### config.mk
export PLATFORM = sky130hd
export DESIGN_NAME = diamond_spawn_ctrl
export DESIGN_NICKNAME = d
export VERILOG_FILES = /design/src/rtl/snake_pkg.sv /design/src/rtl/diamond_spawn_ctrl.sv
export SDC_FILE = /design/constraint.sdc
export NUM_CORES = 1
export LEC_CHECK = 0
export ABC_CLOCK_PERIOD_IN_PS = 2850
export CORE_MARGIN = 2
export CORE_UTILIZATION = 40
export CTS_BUF_LIST = sky130_fd_sc_hd__clkbuf_8
export CTS_CLUSTER_SIZE = 25
export DETAILED_ROUTE_END_ITERATION = 8
export PLACE_DENSITY_LB_ADDON = 0.05
export SLEW_MARGIN = 20
export SYNTH_ARGS = -nofsm -noshare
export SYNTH_HDL_FRONTEND = slang
export SYNTH_SLANG_ARGS = --single-unit
### constraint.sdc
create_clock -name vga_clk -period 2.85 [get_ports vga_clk]
set_clock_uncertainty 0.2 [all_clocks]
set_input_delay 0.285 -clock vga_clk [delete_from_list [all_inputs] [get_ports vga_clk]]
set_output_delay 0.285 -clock vga_clk [all_outputs]
set_load 0.02 [all_outputs]
### src/rtl/snake_pkg.sv
// Types and field defaults shared by the snake game datapath blocks
// (diamond spawn controller, renderer, occupancy checker).
package snake_pkg;

  typedef logic [11:0] coord_t;

  typedef enum logic [2:0] {
    S_PLACED     = 3'd0,
    S_WAIT_FRAME = 3'd1,
    S_SAMPLE     = 3'd2,
    S_CHECK      = 3'd3,
    S_QUERY      = 3'd4,
    S_COMMIT     = 3'd5
  } spawn_state_e;

  localparam int FIELD_X_MIN_DEF = 16;
  localparam int FIELD_X_MAX_DEF = 470;
  localparam int FIELD_Y_MIN_DEF = 16;
  localparam int FIELD_Y_MAX_DEF = 630;
  localparam int DIAMOND_SIZE    = 10;
  localparam int DIAMOND_DEF_X   = 200;
  localparam int DIAMOND_DEF_Y   = 200;

  // Far-edge sums are formed one bit wider than a coordinate so they cannot wrap.
  function automatic logic in_field(
    input coord_t      x,
    input coord_t      y,
    input logic [12:0] x_min,
    input logic [12:0] x_max,
    input logic [12:0] y_min,
    input logic [12:0] y_max,
    input logic [12:0] size
  );
    logic [12:0] x_far;
    logic [12:0] y_far;
    x_far = {1'b0, x} + size;
    y_far = {1'b0, y} + size;
    return ({1'b0, x} >= x_min) && (x_far <= x_max) &&
           ({1'b0, y} >= y_min) && (y_far <= y_max);
  endfunction

endpackage

### src/rtl/diamond_spawn_ctrl.sv
// Diamond (food) placement sequencer: on eat, hides the diamond, waits for a
// frame boundary, then samples/validates random candidates and commits one.
module diamond_spawn_ctrl
  import snake_pkg::*;
#(
  parameter int FIELD_X_MIN = FIELD_X_MIN_DEF,
  parameter int FIELD_X_MAX = FIELD_X_MAX_DEF,
  parameter int FIELD_Y_MIN = FIELD_Y_MIN_DEF,
  parameter int FIELD_Y_MAX = FIELD_Y_MAX_DEF,
  parameter int SIZE        = DIAMOND_SIZE,
  parameter int MAX_TRIES   = 8,
  parameter int DEF_X       = DIAMOND_DEF_X,
  parameter int DEF_Y       = DIAMOND_DEF_Y,
  parameter int SCORE_W     = 8
) (
  input  logic               vga_clk,
  input  logic               reset_n,
  input  logic               game_over,
  input  logic               eat,
  input  logic               frame_tick,
  input  logic [11:0]        x_rand,
  input  logic [11:0]        y_rand,
  output logic               query_valid,
  output logic [11:0]        query_x,
  output logic [11:0]        query_y,
  input  logic               query_ack,
  input  logic               query_hit,
  output logic [11:0]        diamond_x,
  output logic [11:0]        diamond_y,
  output logic               diamond_valid,
  output logic               spawn_busy,
  output logic [SCORE_W-1:0] score
);

  localparam int TRY_W = (MAX_TRIES > 1) ? $clog2(MAX_TRIES) : 1;
  localparam logic [TRY_W-1:0] LAST_TRY = TRY_W'(MAX_TRIES - 1);
  localparam coord_t DEF_X_C = 12'(DEF_X);
  localparam coord_t DEF_Y_C = 12'(DEF_Y);

  spawn_state_e       r_state;
  logic [TRY_W-1:0]   r_try_cnt;
  coord_t             r_cand_x;
  coord_t             r_cand_y;
  coord_t             r_diamond_x;
  coord_t             r_diamond_y;
  logic               r_diamond_valid;
  logic               r_query_valid;
  logic               r_spawn_busy;
  logic [SCORE_W-1:0] r_score;

  logic               w_in_bounds;
  logic               w_last_try;

  // Candidate legality and retry-exhaustion decode.
  always_comb begin
    w_in_bounds = in_field(r_cand_x, r_cand_y,
                           13'(FIELD_X_MIN), 13'(FIELD_X_MAX),
                           13'(FIELD_Y_MIN), 13'(FIELD_Y_MAX), 13'(SIZE));
    w_last_try  = (r_try_cnt == LAST_TRY);
  end

  // Spawn FSM with all outputs held in registers; game_over acts as a reset.
  always_ff @(posedge vga_clk) begin
    if (!reset_n || game_over) begin
      r_state         <= S_PLACED;
      r_try_cnt       <= '0;
      r_cand_x        <= DEF_X_C;
      r_cand_y        <= DEF_Y_C;
      r_diamond_x     <= DEF_X_C;
      r_diamond_y     <= DEF_Y_C;
      r_diamond_valid <= 1'b1;
      r_query_valid   <= 1'b0;
      r_spawn_busy    <= 1'b0;
      r_score         <= '0;
    end else begin
      case (r_state)
        S_PLACED: begin
          if (eat) begin
            r_state         <= S_WAIT_FRAME;
            r_diamond_valid <= 1'b0;
            r_spawn_busy    <= 1'b1;
            r_try_cnt       <= '0;
            if (r_score != {SCORE_W{1'b1}}) begin
              r_score <= r_score + SCORE_W'(1);
            end
          end
        end
        S_WAIT_FRAME: begin
          if (frame_tick) begin
            r_state <= S_SAMPLE;
          end
        end
        S_SAMPLE: begin
          r_cand_x <= x_rand;
          r_cand_y <= y_rand;
          r_state  <= S_CHECK;
        end
        S_CHECK: begin
          if (w_in_bounds) begin
            r_state       <= S_QUERY;
            r_query_valid <= 1'b1;
          end else if (w_last_try) begin
            r_cand_x <= DEF_X_C;
            r_cand_y <= DEF_Y_C;
            r_state  <= S_COMMIT;
          end else begin
            r_try_cnt <= r_try_cnt + TRY_W'(1);
            r_state   <= S_SAMPLE;
          end
        end
        S_QUERY: begin
          // Candidate registers double as the query address, so they stay put until ack.
          if (query_ack) begin
            r_query_valid <= 1'b0;
            if (!query_hit) begin
              r_state <= S_COMMIT;
            end else if (w_last_try) begin
              r_cand_x <= DEF_X_C;
              r_cand_y <= DEF_Y_C;
              r_state  <= S_COMMIT;
            end else begin
              r_try_cnt <= r_try_cnt + TRY_W'(1);
              r_state   <= S_SAMPLE;
            end
          end
        end
        S_COMMIT: begin
          r_diamond_x     <= r_cand_x;
          r_diamond_y     <= r_cand_y;
          r_diamond_valid <= 1'b1;
          r_spawn_busy    <= 1'b0;
          r_state         <= S_PLACED;
        end
        default: begin
          r_state       <= S_PLACED;
          r_query_valid <= 1'b0;
          r_spawn_busy  <= 1'b0;
        end
      endcase
    end
  end

  assign query_valid   = r_query_valid;
  assign query_x       = r_cand_x;
  assign query_y       = r_cand_y;
  assign diamond_x     = r_diamond_x;
  assign diamond_y     = r_diamond_y;
  assign diamond_valid = r_diamond_valid;
  assign spawn_busy    = r_spawn_busy;
  assign score         = r_score;

endmodule

==> reports/results.ini, run 1 <==
[grt]
antenna_found_initial=0
grt_pass1_wl_um=12400
grt_pass1_vias=2559
track_usage_pct=20.6
grt_max_degree=31
grt-ovfl-total=0

[sta]
worstMarginPinSlew_ns=0.671
fmax_mhz=422
finalHoldViolations=0
period_needed_ns=2.37
hold_slack_ns=0.253
slew_violations=0
tns_ns=0
fin_crit_sh_pct=83.1
rsz0062_at_grt=false
setup_viol=0
relSlewSlack_pct=55.2

[route]
drt-met1-wl_um=3500
vias=2673
drtAntennaViolNets=0
wirelength_um=7680
routed_via_density=5.07
route.met3.wl_um=580
dr.max_layer_used=met4
drc=0
avgRoutedWirePerCell_um=14.6
drtIter0Drc=63
drt-pass1-iter-count=4
wl_met2_um=3520

[synth]
yosys_warnings=0
synthesis.nets=375
yosysUniqueCellTypes=41
synth-seq-cells=65
synth_top_cell_by_area=dfxtp_1
synth_most_common_cell=nand2_1
synth_edf_count=0
synthArstFlopShare_pct=0
synth_area_leaders=dfxtp_1, nand2_1, mux2i_1
synthCells=341
synth_top_area_share_pct=45.6
synth_common_cells=nand2_1, dfxtp_1, a21oi_1, nand3_1, mux2i_1
seq_area_frac_synth_pct=45.6
ys.flop_type=dfxtp_1
syn_avg_cell_area_um2=8.37
syn_area_um2=2850

[floorplan]
die_area_um2=7820
initial_core_util_pct=41.8
die_w_um=88.5
die_h_um=88.5
coreArea_um2=6830
pin_count=90
num_rows=30

[setup_path]
start_kind=register
worstSetupPathType=register to register
path_max_fanout=9
slowest_stage=or4_1
required_ns=2.92
worstPathArrival_ns=2.43
critPathMaxStageDelay_ns=0.52
crit_chain=ha_1 > ha_1 > or3_1 > a21oi_1 > o22ai_1 > or4_1 > a21oi_1
reg2reg_depth=7
setup.worst_path.end_class=register

[finish]
fillers=631
register_area_um2=1300
drive_gt1_share_pct=6.73
num_antenna_cells=0
nNetsFinal=460
area_growth_pct=41.5
multi_input_area_um2=1440

[outcome]
run_status=complete, no violations

[flow_run]
drv_cap=0

[clock_tree]
post_cts_resized=0
clk_pin_slew_ns=0.07
cts_tree=yes
postCtsSetupRepairBufs=0
cts_buffers=9
holdBufCountCts=0
clock_latency_ns=0.35
root_buffer=clkbuf_8
h-tree-depth=3
clockBufferDepth=2
clock_sinks=65

[hold_path]
hold_class=register to register
min_path_cells=2

[pwr]
irDropWorstVdd_uv=365
power.density_nw_per_um2=461
total_power_uw=1860
leakage_uw=0.00140

[placement]
gp_congestion=0.803
portBuffers=89
dp_hpwl_um=5420

[final timing paths]
path / from / to / slack, ns
setup / recovery: r_try_cnt[0] / r_try_cnt[0] / 0.48
hold / removal: diamond_x[0] / diamond_x[0] / 0.25
setup reg to reg: r_try_cnt[0] / r_try_cnt[0] / 0.48
hold reg to reg: diamond_x[0] / diamond_x[0] / 0.25
[layer usage]
layer / vias up / global-route usage (%)
li1: 1346 / -
met1: 1244 / 26.7
met2: 76 / 31.7
met3: 7 / 7.28
met4: 0 / 7.85
met5: - / 0
[layout make-up]
cell class,count,area share (%)
Multi-Input combinational cell,251,35.8
Inverter,4,0.372
Sequential cell,65,32.2
Clock buffer,12,4.09
Clock inverter,4,1.05
Timing Repair Buffer,95,23.5
Tap cell,96,2.98
[cell usage in the layout (no fill, tap or decap), drive strengths merged, types with 3 or more instances in the layout]
master / Yosys / routed
inv: 4 / 6
mux2i: 27 / 27
xor2: 3 / 3
clkbuf: 18 / 12
a21oi: 29 / 29
buf: 3 / 6
nor2b: 4 / 4
nor2: 22 / 22
nand3: 29 / 29
nor3: 9 / 9
or3: 3 / 3
dfxtp: 65 / 65
nand4: 3 / 3
o21ai: 10 / 10
clkdlybuf4s50: 0 / 89
and3: 3 / 3
and2: 3 / 3
nand2: 79 / 79
ha: 3 / 3
[registers in the layout (all words and copies together), names as in the netlist]
name,count
diamond_x,12
r_state,3
query_x,12
diamond_valid,1
diamond_y,12
score,8
query_valid,1
spawn_busy,1
query_y,12
r_try_cnt,3
[metrics by stage]
stage	setup WS, ns	util [%]	cells	area [um^2]
3_5_place_dp	0.510	56.0	511	3830
6_report	0.481	59.1	527	4040
3_3_place_gp	0.544	56.0	511	3830
4_1_cts	0.491	59.1	527	4040
2_1_floorplan	0.554	-	341	2850
5_1_grt	0.384	59.1	527	4040
[report_power, final]
part           total [uW]  switching, uW  internal [uW]
Sequential            920           7.07            913
Combinational         129           59.8           69.1
Clock                 811            343            468
Total                1860            410           1450
[critical path, delay by kind of cell, from the launching register on]
family,cells,cell delay [ns]
AND/OR/NAND/NOR,2,0.86
flip-flops,1,0.32
adder cells (fa/ha/maj),2,0.48
AO/OA/AOI/OAI,3,0.42
[logic make-up after synthesis]
family / after synthesis / share of synthesized area (%)
AOI/OAI and AO/OA: 53 / 11.9
xor gates and xnor gates: 5 / 1.54
adders and majority gates: 3 / 1.32
buffers and inverters: 25 / 4.12
DFF: 65 / 45.6
muxes: 27 / 9.47
and+or+nand+nor: 163 / 26.0
(Power assumes the default switching activity.)
==> run 2: changes to the inputs <==
--- a/config.mk
+++ b/config.mk
@@ -5,7 +5,7 @@
 export SDC_FILE = /design/constraint.sdc
 export NUM_CORES = 1
 export LEC_CHECK = 0
-export ABC_CLOCK_PERIOD_IN_PS = 2850
+export ABC_CLOCK_PERIOD_IN_PS = 2150
 export CORE_MARGIN = 2
 export CORE_UTILIZATION = 40
 export CTS_BUF_LIST = sky130_fd_sc_hd__clkbuf_8
==> constraint.sdc (replaced) <==
create_clock -name vga_clk -period 2.15 [get_ports vga_clk]
set_clock_uncertainty 0.2 [all_clocks]
set_input_delay 0.215 -clock vga_clk [delete_from_list [all_inputs] [get_ports vga_clk]]
set_output_delay 0.215 -clock vga_clk [all_outputs]
set_load 0.02 [all_outputs]
==> run 2 against run 1 <==
  * The flow now finishes with violations (setup timing)
  * Critical path depth did not move
  * Non-clock buffer count increased by 24
  * Clock power increased by 34%
  * Final cell count grew 4.6%
  * Critical path type unchanged
  * Largest power group unchanged
==> reports/results.ini, run 2 (synthesis results as in run 1) <==
[sta]
setup_viol=21  ; +21
fin_crit_sh_pct=103  ; +20 points
worst_slack_ns=-0.0583  ; -0.540 ns
relSlewSlack_pct=74.1  ; +19 points
finalHoldViolations=0  ; unchanged
slew_violations=0  ; unchanged
worstMarginPinSlew_ns=0.385  ; -0.286 ns
period_needed_ns=2.21  ; -0.160 ns
rsz0062_at_grt=true
fmax_mhz=453  ; +7.3%
tns_ns=-0.717  ; -0.717 ns

[setup_path]
start_kind=register
reg2reg_slack_ns=-0.06  ; -0.54 ns
worstPathArrival_ns=2.27  ; -0.16 ns
worstReg2RegEnd=query_x[11]
path_max_fanout=12  ; +3
r2r-start=query_y[6]
worstSetupPathType=register to register
setup.worst_path.end_class=register
reg2reg_depth=7  ; unchanged
required_ns=2.21  ; -0.71 ns

[finish]
layout_common_cells=clkdlybuf4s50_1, nand2_1, dfxtp_1
num_antenna_cells=0  ; unchanged
instances_no_fill=551  ; +4.6%
stdcell_area_um2=4340  ; +7.4%
nNetsFinal=484  ; +5.2%
utilization_pct=63.5  ; +4.4 points
area_growth_pct=52.0
drive_gt1_share_pct=14.3  ; +7.6 points
mostFrequentLayoutCell=clkdlybuf4s50_1

[clock_tree]
clock_sinks=65  ; unchanged
clockBufferDepth=2  ; unchanged
clk_pin_slew_ns=0.07  ; about the same
cts_buffers=9  ; unchanged
root_buffer=clkbuf_8
clock_latency_ns=0.34  ; about the same
holdBufCountCts=0  ; unchanged
h-tree-depth=3  ; unchanged
cts_tree=yes

[floorplan]
die_area_um2=7820  ; unchanged
die_w_um=88.5  ; unchanged
initial_core_util_pct=41.8  ; unchanged
pin_count=90  ; unchanged
num_rows=30  ; unchanged
die_h_um=88.5  ; unchanged
coreArea_um2=6830  ; unchanged

[flow_run]
drv_cap=0  ; unchanged

[hold_path]
min_path_cells=3  ; +1
hold_class=input pin to register
hold_start=y_rand[10]
hold_end=query_y[10]

[pwr]
power.density_nw_per_um2=577  ; +25%
power.internal_uw=1940  ; +34%
pwr-share-seq_pct=48.7  ; -0.8 points
leakage_uw=0.00154  ; +10%
irDropWorstVdd_uv=309  ; -15%
switching_share_pct=22.4  ; +0.42 points
power.share.combinational_pct=7.9  ; +1.0 points
clockPowerShare_pct=43.5  ; about the same
switchingPower_uw=561  ; +37%

[route]
drt-pass1-iter-count=4  ; unchanged
wirelength_um=8070  ; +5.1%
vias=2814  ; +5.3%
drtIter0Drc=121  ; +92%
drtAntennaViolNets=0  ; unchanged
avgRoutedWirePerCell_um=14.6  ; +0.55%
drc=0  ; unchanged
routed_via_density=5.11  ; +0.69%

[grt]
grt-ovfl-total=0  ; unchanged
grt_pass1_vias=2596  ; +1.4%
antenna_found_initial=0  ; unchanged
track_usage_pct=21.0  ; +0.35 points
grt_max_degree=50  ; +61%
grt_pass1_wl_um=12600  ; +2.2%

[placement]
placed_cell_area_um2=4000  ; +4.5%
dp_cells=529  ; +3.5%
dp_hpwl_um=5500  ; +1.4%
gp_congestion=0.789  ; -1.7%
portBuffers=89  ; unchanged

[outcome]
run_status=finished, violations left
violations=setup timing

[run 2: critical path, cell delays in order (launching register included)]
cell and delay [ns]:
dfxtp_2 0.32, or4_4 0.54, o311ai_4 0.30, nor3_4 0.08, a211oi_4 0.16, buf_6 0.16
clkbuf_16 0.18, mux2i_1 0.18
[run 2: final cells by class]
type	count	area (um^2)
Multi-Input combinational cell	251	1500
Sequential cell	65	1310
Clock inverter	4	42.5
Clock buffer	12	165
Fill cell	631	2490
Inverter	4	15.0
Tap cell	96	120
Timing Repair Buffer	119	1190
[run 2: timing repair]
action / 4_1_cts / 5_1_grt
gates resized for setup: 3 / 12
pin swaps: 2 / 6
setup buffers: 1 / 5
endpoints found under the setup margin: 25 / 30
cloned: 0 / 2
[run 2: metrics by stage]
stage / worst slack [ns] / power (uW) / hold WS, ns
5_1_grt: -0.136 / 2590 / 0.236
4_1_cts: -0.0666 / 2510 / 0.233
2_1_floorplan: -0.103 / 1330 / 0.135
3_3_place_gp: 0.0350 / 1430 / 0.242
3_5_place_dp: -0.0609 / 1430 / 0.249
6_report: -0.0583 / 2500 / 0.247
[run 2: how the worst max path moves through the flow]
| stage | from | end | slack (ns) | cells past startpoint |
|---|---|---|---|---|
| 5_1_grt | query_y[6] | query_y[4] | -0.14 | 7 |
| 2_1_floorplan | query_y[6] | query_y[6] | -0.10 | 6 |
| 3_3_place_gp | query_y[6] | query_y[6] | 0.03 | 6 |
| 3_5_place_dp | query_y[6] | query_y[7] | -0.06 | 6 |
| 4_1_cts | query_y[6] | query_y[7] | -0.07 | 6 |
| 6_report | query_y[6] | query_x[11] | -0.06 | 7 |
[run 2: power groups by stage]
stage          registers [uW]  logic, uW  clock network [uW]
3_5_place_dp             1240        183                   0
2_1_floorplan            1250       76.7                   0
3_3_place_gp             1250        182                   0
4_1_cts                  1220        186                1100
5_1_grt                  1220        212                1160
6_report                 1220        197                1090
[run 2: metal layers]
layer  part of all wire, %  vias to the layer above  global-route usage (%)
met5                     0                        -                       0
li1                      -                     1394                       -
met4                  0.82                        0                    5.79
met1                    49                     1332                    28.7
met3                   5.9                        8                    6.81
met2                    45                       80                    31.9
